--- src/rtl/mem_bank_pkg.sv ---
// Shared constants, grant classification and helpers for the IF-sample bank controller.
package mem_bank_pkg;

  localparam int MEM_BANK_WORD_LENGTH = 24;
  localparam int MEM_BANK_ADDR_WIDTH  = 13;
  localparam int MEM_BANK_RD_LATENCY  = 4;

  typedef enum logic [1:0] {
    GRANT_NONE = 2'd0,
    GRANT_WR   = 2'd1,
    GRANT_RD   = 2'd2
  } grant_kind_e;

  // ceil(log2(n)), clamped to 1 so a single-reader build still has a legal pointer width.
  function automatic int reader_id_width(input int n);
    return (n > 1) ? $clog2(n) : 1;
  endfunction

endpackage

--- src/rtl/mem_bank_ctrl_rr_arbiter.sv ---
// Combinational round-robin picker: lowest requester at or above ptr wins, else lowest overall.
module rr_arbiter
  import mem_bank_pkg::*;
#(
  parameter  int N  = 4,
  localparam int PW = reader_id_width(N)
) (
  input  logic [N-1:0]  req,
  input  logic [PW-1:0] ptr,
  output logic [N-1:0]  gnt,
  output logic [PW-1:0] next_ptr
);

  logic [N-1:0] hi_mask;
  logic [N-1:0] req_hi;
  logic [N-1:0] sel;

  for (genvar gi = 0; gi < N; gi++) begin : g_mask
    assign hi_mask[gi] = (gi >= int'(ptr));
  end

  assign req_hi = req & hi_mask;
  assign sel    = (|req_hi) ? req_hi : req;
  // Isolate the lowest set bit of the chosen request vector.
  assign gnt    = sel & (~sel + N'(1));

  always_comb begin
    next_ptr = ptr;
    for (int i = 0; i < N; i++) begin
      if (gnt[i]) begin
        next_ptr = (i == N - 1) ? '0 : PW'(i + 1);
      end
    end
  end

endmodule

--- src/rtl/mem_bank_ctrl.sv ---
// Single-port sample-bank access controller: write priority with a burst guard,
// round-robin reads, and a tag pipeline steering returned words to their reader.
module mem_bank_ctrl
  import mem_bank_pkg::*;
#(
  parameter int WORD_LENGTH  = MEM_BANK_WORD_LENGTH,
  parameter int ADDR_WIDTH   = MEM_BANK_ADDR_WIDTH,
  parameter int NUM_READERS  = 4,
  parameter int MAX_WR_BURST = 8
) (
  input  logic                              clock,
  input  logic                              reset_n,
  input  logic                              wr_req,
  input  logic [ADDR_WIDTH-1:0]             wr_addr,
  input  logic [WORD_LENGTH-1:0]            wr_data,
  output logic                              wr_ack,
  input  logic [NUM_READERS-1:0]            rd_req,
  input  logic [NUM_READERS*ADDR_WIDTH-1:0] rd_addr,
  output logic [NUM_READERS-1:0]            rd_gnt,
  output logic [NUM_READERS-1:0]            rd_valid,
  output logic [WORD_LENGTH-1:0]            rd_data,
  output logic [ADDR_WIDTH-1:0]             ram_address,
  output logic [WORD_LENGTH-1:0]            ram_data,
  output logic                              ram_wren,
  input  logic [WORD_LENGTH-1:0]            ram_q
);

  localparam int PW         = reader_id_width(NUM_READERS);
  localparam int BW         = $clog2(MAX_WR_BURST + 1);
  localparam int TAG_STAGES = MEM_BANK_RD_LATENCY - 1;

  logic [PW-1:0]          rr_ptr_reg, rr_ptr_next, arb_next_ptr;
  logic [BW-1:0]          burst_cnt_reg, burst_cnt_next;
  logic [NUM_READERS-1:0] arb_gnt;
  logic [NUM_READERS-1:0] tag_issue_reg;
  logic [NUM_READERS-1:0] tag_pipe_reg [TAG_STAGES];
  logic [ADDR_WIDTH-1:0]  rd_sel_addr;
  logic [ADDR_WIDTH-1:0]  ram_address_reg;
  logic [WORD_LENGTH-1:0] ram_data_reg;
  logic                   ram_wren_reg;
  logic [WORD_LENGTH-1:0] rd_data_reg;
  logic                   any_rd;
  logic                   wr_win;
  grant_kind_e            grant_kind;

  rr_arbiter #(.N(NUM_READERS)) u_rr_arbiter (
    .req      (rd_req),
    .ptr      (rr_ptr_reg),
    .gnt      (arb_gnt),
    .next_ptr (arb_next_ptr)
  );

  assign any_rd = |rd_req;
  assign wr_win = wr_req && (burst_cnt_reg < BW'(MAX_WR_BURST));
  // Grants are gated by reset_n directly so nothing is accepted while reset is asserted.
  assign wr_ack = reset_n && wr_win;
  assign rd_gnt = (reset_n && !wr_win) ? arb_gnt : '0;

  always_comb begin
    grant_kind = GRANT_NONE;
    if (wr_ack) begin
      grant_kind = GRANT_WR;
    end else if (|rd_gnt) begin
      grant_kind = GRANT_RD;
    end
  end

  always_comb begin
    rd_sel_addr = '0;
    for (int i = 0; i < NUM_READERS; i++) begin
      if (arb_gnt[i]) begin
        rd_sel_addr = rd_addr[i*ADDR_WIDTH +: ADDR_WIDTH];
      end
    end
  end

  // The guard only counts writes that actually hold off a waiting reader.
  always_comb begin
    burst_cnt_next = burst_cnt_reg;
    rr_ptr_next    = rr_ptr_reg;
    if (grant_kind == GRANT_RD) begin
      burst_cnt_next = '0;
      rr_ptr_next    = arb_next_ptr;
    end else if (!any_rd) begin
      burst_cnt_next = '0;
    end else if (grant_kind == GRANT_WR) begin
      burst_cnt_next = burst_cnt_reg + BW'(1);
    end
  end

  always_ff @(posedge clock or negedge reset_n) begin
    if (!reset_n) begin
      rr_ptr_reg      <= '0;
      burst_cnt_reg   <= '0;
      tag_issue_reg   <= '0;
      ram_address_reg <= '0;
      ram_data_reg    <= '0;
      ram_wren_reg    <= 1'b0;
      rd_data_reg     <= '0;
      for (int i = 0; i < TAG_STAGES; i++) begin
        tag_pipe_reg[i] <= '0;
      end
    end else begin
      rr_ptr_reg    <= rr_ptr_next;
      burst_cnt_reg <= burst_cnt_next;
      tag_issue_reg <= rd_gnt;
      rd_data_reg   <= ram_q;
      tag_pipe_reg[0] <= tag_issue_reg;
      for (int i = 1; i < TAG_STAGES; i++) begin
        tag_pipe_reg[i] <= tag_pipe_reg[i-1];
      end
      case (grant_kind)
        GRANT_WR: begin
          ram_address_reg <= wr_addr;
          ram_data_reg    <= wr_data;
          ram_wren_reg    <= 1'b1;
        end
        GRANT_RD: begin
          ram_address_reg <= rd_sel_addr;
          ram_wren_reg    <= 1'b0;
        end
        default: begin
          ram_wren_reg <= 1'b0;
        end
      endcase
    end
  end

  assign ram_address = ram_address_reg;
  assign ram_data    = ram_data_reg;
  assign ram_wren    = ram_wren_reg;
  assign rd_valid    = tag_pipe_reg[TAG_STAGES-1];
  assign rd_data     = rd_data_reg;

endmodule

--- config.mk ---
export PLATFORM = sky130hd
export DESIGN_NAME = mem_bank_ctrl
export DESIGN_NICKNAME = d
export VERILOG_FILES = /design/src/rtl/mem_bank_pkg.sv /design/src/rtl/mem_bank_ctrl_rr_arbiter.sv /design/src/rtl/mem_bank_ctrl.sv
export SDC_FILE = /design/constraint.sdc
export NUM_CORES = 1
export LEC_CHECK = 0
export CORE_ASPECT_RATIO = 0.75
export CORE_MARGIN = 2
export CORE_UTILIZATION = 25
export CTS_CLUSTER_DIAMETER = 80
export CTS_CLUSTER_SIZE = 10
export DETAILED_ROUTE_END_ITERATION = 8
export PLACE_DENSITY_LB_ADDON = 0.05
export SYNTH_ARGS = -nofsm -noshare
export SYNTH_HDL_FRONTEND = slang
export SYNTH_SLANG_ARGS = --single-unit
--- constraint.sdc ---
create_clock -name clock -period 2.3 [get_ports clock]
set_clock_uncertainty 0.2 [all_clocks]
set_input_delay 0.575 -clock clock [delete_from_list [all_inputs] [get_ports clock]]
set_output_delay 0.575 -clock clock [all_outputs]
set_load 0.01 [all_outputs]
==> metrics.txt, run 1 <==
gate count of the mapped netlist 295; peak supply drop 0.339 mV; global-route wire length before repair 17300 um; initial core utilization 0.257; wire length on met3 1150 um; violated checks negative setup slack; total global-route track usage 0.160; TritonCTS clock tree yes; WL final 11000 um; routed length per instance 16.1 um; slew at the pin with the worst max-slew slack 554 ps; crit path DAT 1570 ps; Post-layout nets 632; Site Rows 36; per-cell via count in the routed design 4.43; via count of the first global-routing pass 3228; category of cells accounting for the largest share of critical-path delay buffers and inverters; unrepaired setup endpoints after global routing true; total instance count after detailed placement 665; pin count of the biggest net entering global routing 44; fmax 426 MHz; data required time of the critical path 1520 ps; core area 13000 um^2; Routability Congestion 0.801; synth warn 0; leading cell types in the layout, fill and taps excluded clkdlybuf4s50_1 (180), dfrtp_1 (83), nand2_1 (76); final worst path period share 1.02; die width 137 um; net count of the mapped netlist 416; I/O pin total 191; PnR worst setup slack -47.4 ps; unique cell type count in the Yosys netlist 36; FF/Latch Area 2100 um^2; power density normalized to cell area 733 nW/um^2; number of max-slew violations in the final report 0; area enclosed by the die boundary 14300 um^2; overflow left after global routing 0; number of hold-slack violations in the final timing report 0; number of filler instances in the final layout 1201; initial antenna violation count 0; Sink Count 84; DRT iter0 DRCs 103; worst-case headroom to the max-slew limit 0.631; shortest clock period the worst path allows after layout 2350 ps; sum of negative setup slack -106 ps; number of flops mapped to enable cells by yosys 0; Worst setup EP type primary output; area delta synth->final 79.2%; kind of start point of the critical path input pin; highest metal layer with signal wires met4; CTS Buffer Depth 2; total setup violations reported at the end of the flow 4; highest fanout seen on the critical path 5; count of buffering cells on the critical path with inverters included 2; fraction of layout instances using a drive strength above 1 0.167; leading cell type in the layout, fill and taps excluded clkdlybuf4s50_1; number of buffers created by CTS 9; total area of multi-input combinational cells 1170 um^2; worst-skew pair later-pin latency 340 ps; number of buffers added to fix hold violations after cts 0; Main synth FF type dfrtp_1; HPWL reported at the end of detailed placement 8130 um; proportion of synthesized chip area in sequential cells 0.629; drt first pass iters 4; number of buffers inserted by port buffering 190; synthesized area per cell 11.3 um^2; diode insertion count for antenna repair 0; detailed-routing wirelength on met1 4510 um; largest stage delay on the critical path 440 ps; master cell of the clock root buffer clkbuf_16; fraction of registers with async set/reset 1.00; number of synthesized register bits 84; DR vias 3044; Reg clk slew, reported paths 60 ps; leakage power of the design 0.00262 uW; summed instance area of the synthesized netlist 3340 um^2; register-to-register path setup slack 240 ps; Die Height 104 um; ordered list of cells on the worst path clkdlybuf4s50_1 -> nand2b_1 -> nand2_4 -> nor2_2 -> buf_2; run status finished with violations; standard cell area after detailed placement 5550 um^2; H-tree lvl count 3; number of violations of the max-capacitance limit 0; antenna-violating nets left 0; DR WL met2 5260 um; DRC violation count after routing 0; classification of the worst setup path input pin to primary output; worst-path cell with the longest stage delay clkdlybuf4s50_1; area of all placed cells without fillers 5990 um^2; Finished Layout Cells 687; Fin Hold WS 98.2 ps; class of the most critical hold timing path input pin to async pin
[stage by stage]
step | utilization | setup slack (ps) | total power [uW]
after floorplan | - | 55.2 | 2160
after global placement | 0.426 | -664 | 2810
after detailed placement | 0.426 | -734 | 2820
after CTS | 0.457 | -44.9 | 4450
after global routing | 0.460 | -95.0 | 4640
final | 0.460 | -47.4 | 4390
[metal layers]
metal / vias up / track usage
li1: 1466 / -
met1: 1428 / 0.197
met2: 138 / 0.255
met3: 12 / 0.0643
met4: 0 / 0.0501
met5: - / 0
[where the power goes]
group          switching (uW)  internal (uW)  total, uW  leakage [uW]
clock                     610            961       1570      0.000154
combinational             479            631       1110       0.00143
sequential               83.0           1620       1710       0.00105
total                    1170           3210       4390       0.00262
[worst min-delay path, delay by kind of cell]
family,cells,cell delay (ps)
buf+inv,3,400
[cell families after synthesis]
| family | after synthesis | synth area share |
|---|---|---|
| simple gates | 107 | 0.136 |
| flops | 84 | 0.629 |
| compound gates | 81 | 0.193 |
| buf+inv | 22 | 0.0386 |
| fa+ha+maj | 1 | 0.00375 |
[area by class of cell]
cell class / instances / share of cell area
sequential: 84 / 0.351
tap: 171 / 0.0357
clock buffer: 10 / 0.0383
multi-input combinational: 189 / 0.196
clock inverter: 6 / 0.0157
timing repair buffer: 225 / 0.361
inverter: 2 / 0.00125
[what timing repair did]
item | CTS | global route
setup endpoints to repair | 5 | 5
buffers inserted | 4 | 2
pin swaps | 6 | 4
gates resized for setup | 48 | 6
[cells in the mapped netlist, types with 2 or more instances]
library cell,n,area [um^2]
buf_4,8,60.1
inv_1,2,7.51
o21ai_0,15,75.1
nor2b_1,6,37.5
a21oi_1,6,30.0
a32o_1,12,120
dfrtp_1,84,2100
nand2b_1,2,12.5
o21ai_1,10,50.1
clkbuf_1,4,15.0
a22oi_1,14,105
nor2_1,13,48.8
buf_2,6,30.0
o21a_2,2,17.5
a221oi_1,4,35.0
a21o_1,2,15.0
a221oi_2,8,120
nand2_1,79,297
[final timing paths]
kind	start	end	cells after the start
setup / recovery	wr_req	rd_gnt[1]	5
hold / removal	reset_n	burst_cnt_reg[3]	3
setup reg to reg	rr_ptr_reg[1]	ram_address[12]	7
hold reg to reg	tag_pipe_reg[10]	tag_pipe_reg[6]	0
max in group asynchronous	reset_n	ram_data[0]	3
min in group clock	tag_pipe_reg[10]	tag_pipe_reg[6]	0
Power figures use the tool's default switching activity.
==> run 2, diff against run 1 <==
--- a/config.mk
+++ b/config.mk
@@ -6,8 +6,8 @@
 export NUM_CORES = 1
 export LEC_CHECK = 0
 export CORE_ASPECT_RATIO = 0.75
-export CORE_MARGIN = 2
 export CORE_UTILIZATION = 25
+export CTS_BUF_LIST = sky130_fd_sc_hd__clkbuf_2 sky130_fd_sc_hd__clkbuf_4 sky130_fd_sc_hd__clkbuf_8
 export CTS_CLUSTER_DIAMETER = 80
 export CTS_CLUSTER_SIZE = 10
 export DETAILED_ROUTE_END_ITERATION = 8
==> run 2 against run 1 <==
Compared with the run above:
- the flow still finishes with violations (negative setup slack)
- maximum frequency is 0.32% higher
- highest routed layer unchanged
- first-iteration DRC count grew 29%
- non-clock buffer count up 7
- critical path depth did not move
- utilization fell by 0.38 points
- total power decreased by 10%
- flip-flop and latch count stayed put
- sequential power barely moved
==> metrics.txt, run 2 (synthesis gave the netlist of run 1 again) <==
pin count of the biggest net entering global routing 49 (was 44); slew at the pin with the worst max-slew slack 618 ps (was 554 ps); shortest clock period the worst path allows after layout 2340 ps (was 2350 ps); DRT iter0 DRCs 133 (was 103); H-tree lvl count 3 (unchanged); Fin Hold WS 52.1 ps (was 98.2 ps); Site Rows 36 (unchanged); number of violations of the max-capacitance limit 0 (unchanged); run status finished with violations (unchanged); highest fanout seen on the critical path 7 (was 5); via count of the first global-routing pass 3088 (was 3228); initial antenna violation count 0 (unchanged); worst-path cell with the longest stage delay dfrtp_2 (was clkdlybuf4s50_1); final worst path period share 1.02 (about the same); violated checks negative setup slack (unchanged); Sink Count 84 (unchanged); diode insertion count for antenna repair 0 (unchanged); fraction of layout instances using a drive strength above 1 0.180 (was 0.167); Reg clk slew, reported paths 90 ps (was 60 ps); DP Worst Slack -744 ps (was -734 ps); DR vias 3079 (was 3044); GR Layer Usage met2 0.250 (was 0.255); total power after layout 3930 uW (was 4390 uW); die width 135 um (was 137 um); PnR worst setup slack -39.8 ps (was -47.4 ps); area enclosed by the die boundary 13800 um^2 (was 14300 um^2); core area 13000 um^2 (unchanged); DRC violation count after routing 0 (unchanged); leakage power of the design 0.00261 uW (was 0.00262 uW); per-cell via count in the routed design 4.44 (was 4.43); HPWL reported at the end of detailed placement 8090 um (was 8130 um); unrepaired setup endpoints after global routing true (unchanged); total setup violations reported at the end of the flow 3 (was 4); data required time of the critical path 1520 ps (about the same); overflow left after global routing 0 (unchanged); number of buffers inserted by port buffering 190 (unchanged); antenna-violating nets left 0 (unchanged); WL final 11000 um (about the same); end of the worst register-to-register path ram_address[1] (was ram_address[12]); sum of negative setup slack -77.5 ps (was -106 ps); TritonCTS clock tree yes (unchanged); kind of start point of the critical path register (was input pin); GR peak layer met2 (unchanged); classification of the worst setup path register to primary output (was input pin to primary output); global-route wire length before repair 16600 um (was 17300 um); I/O pin total 191 (unchanged); peak supply drop 0.300 mV (was 0.339 mV); total global-route track usage 0.162 (was 0.160); Routability Congestion 0.789 (was 0.801); class of the most critical hold timing path input pin to async pin (unchanged); Die Height 102 um (was 104 um); number of hold-slack violations in the final timing report 0 (unchanged); fmax 427 MHz (was 426 MHz); number of buffers created by CTS 9 (unchanged); routed length per instance 15.9 um (was 16.1 um); Worst setup EP type primary output (unchanged); number of buffers added to fix hold violations after cts 0 (unchanged); worst reg2reg path startpoint rr_ptr_reg[1] (unchanged); crit path DAT 1560 ps (was 1570 ps); initial core utilization 0.257 (unchanged); GR Util met1 0.210 (was 0.197); master cell of the clock root buffer clkbuf_8 (was clkbuf_16); leading cell types in the layout, fill and taps excluded clkdlybuf4s50_1 (179), dfrtp_1 (83), nand2_1 (76) (was clkdlybuf4s50_1 (180), dfrtp_1 (83), nand2_1 (76)); met3 capacity usage during global routing 0.0625 (was 0.0643); CTS Buffer Depth 2 (unchanged); Post-layout nets 639 (was 632); leading cell type in the layout, fill and taps excluded clkdlybuf4s50_1 (unchanged); ordered list of cells on the worst path a21o_1 -> a21oi_2 -> o21a_2 -> nor2b_4 -> buf_6 (was clkdlybuf4s50_1 -> nand2b_1 -> nand2_4 -> nor2_2 -> buf_2); area delta synth->final 77.7% (was 79.2%); number of max-slew violations in the final report 0 (unchanged); register-to-register path setup slack 150 ps (was 240 ps); post-layout utilization of the core 0.456 (was 0.460); worst-case headroom to the max-slew limit 0.588 (was 0.631); drt first pass iters 6 (was 4); largest stage delay on the critical path 470 ps (was 440 ps); number of cell instances on the worst register-to-register path 9 (was 7); power density normalized to cell area 662 nW/um^2 (was 733 nW/um^2); worst-skew pair later-pin latency 350 ps (was 340 ps)
==> run 2: cell types whose count changed in the layout (fill, tap and decap cells not counted), moves of 3 or more <==
cell             previous run  this run
clkbuf_16                   9         0
dlygate4sd2_1               0         3
clkbuf_8                    0         9
clkdlybuf4s15_1             4         1
buf_4                      34        40
==> run 2: area by class of cell <==
cell class | instances | area (um^2)
timing repair buffer | 232 | 2230
tap | 171 | 214
fill | 1225 | 7080
inverter | 2 | 7.51
multi-input combinational | 189 | 1180
clock buffer | 10 | 131
sequential | 84 | 2100
clock inverter | 6 | 70.1
==> run 2: where the power goes <==
group / total [uW] / switching, uW / internal (uW)
clock: 1090 / 568 / 522
sequential: 1700 / 79.1 / 1620
combinational: 1140 / 493 / 651
==> run 2: what timing repair did <==
item                       in CTS  in global routing
setup buffers                   6                  3
pin swaps                      11                  8
gates cloned                    0                  0
hold endpoints to repair        0                  0
resized for setup              48                  4
setup endpoints to repair       6                  5
==> run 2: layer usage <==
layer / vias up / share of wire
met3: 8 / 0.086
li1: 1475 / -
met1: 1467 / 0.46
met5: - / 0
met4: 0 / 0.0089
met2: 129 / 0.44
==> run 2: worst max-delay path by stage <==
stage	start	end	slack (ps)	depth (start not counted)
after detailed placement	rd_req[0]	rd_gnt[2]	-740	6
after floorplan	rd_req[3]	rd_gnt[2]	60	5
after CTS	rr_ptr_reg[0]	rd_gnt[0]	-110	5
after global placement	rd_req[3]	rd_gnt[2]	-710	6
final	rr_ptr_reg[0]	rd_gnt[2]	-40	5
after global routing	rr_ptr_reg[0]	rd_gnt[2]	-130	5
==> run 2: stage by stage <==
stage	instance area, um^2	std cells
finish	5940	694
global route	5940	694
CTS	5890	691
detailed placement	5590	669
global placement	5590	669
floorplan	3340	295
==> run 2: worst max-delay path: cells and delay by family (launching register included) <==
kind / cells / cell delay [ps]
AOI/OAI and AO/OA: 3 / 470
buffers and inverters: 1 / 110
DFF: 1 / 470
and+or+nand+nor: 1 / 160
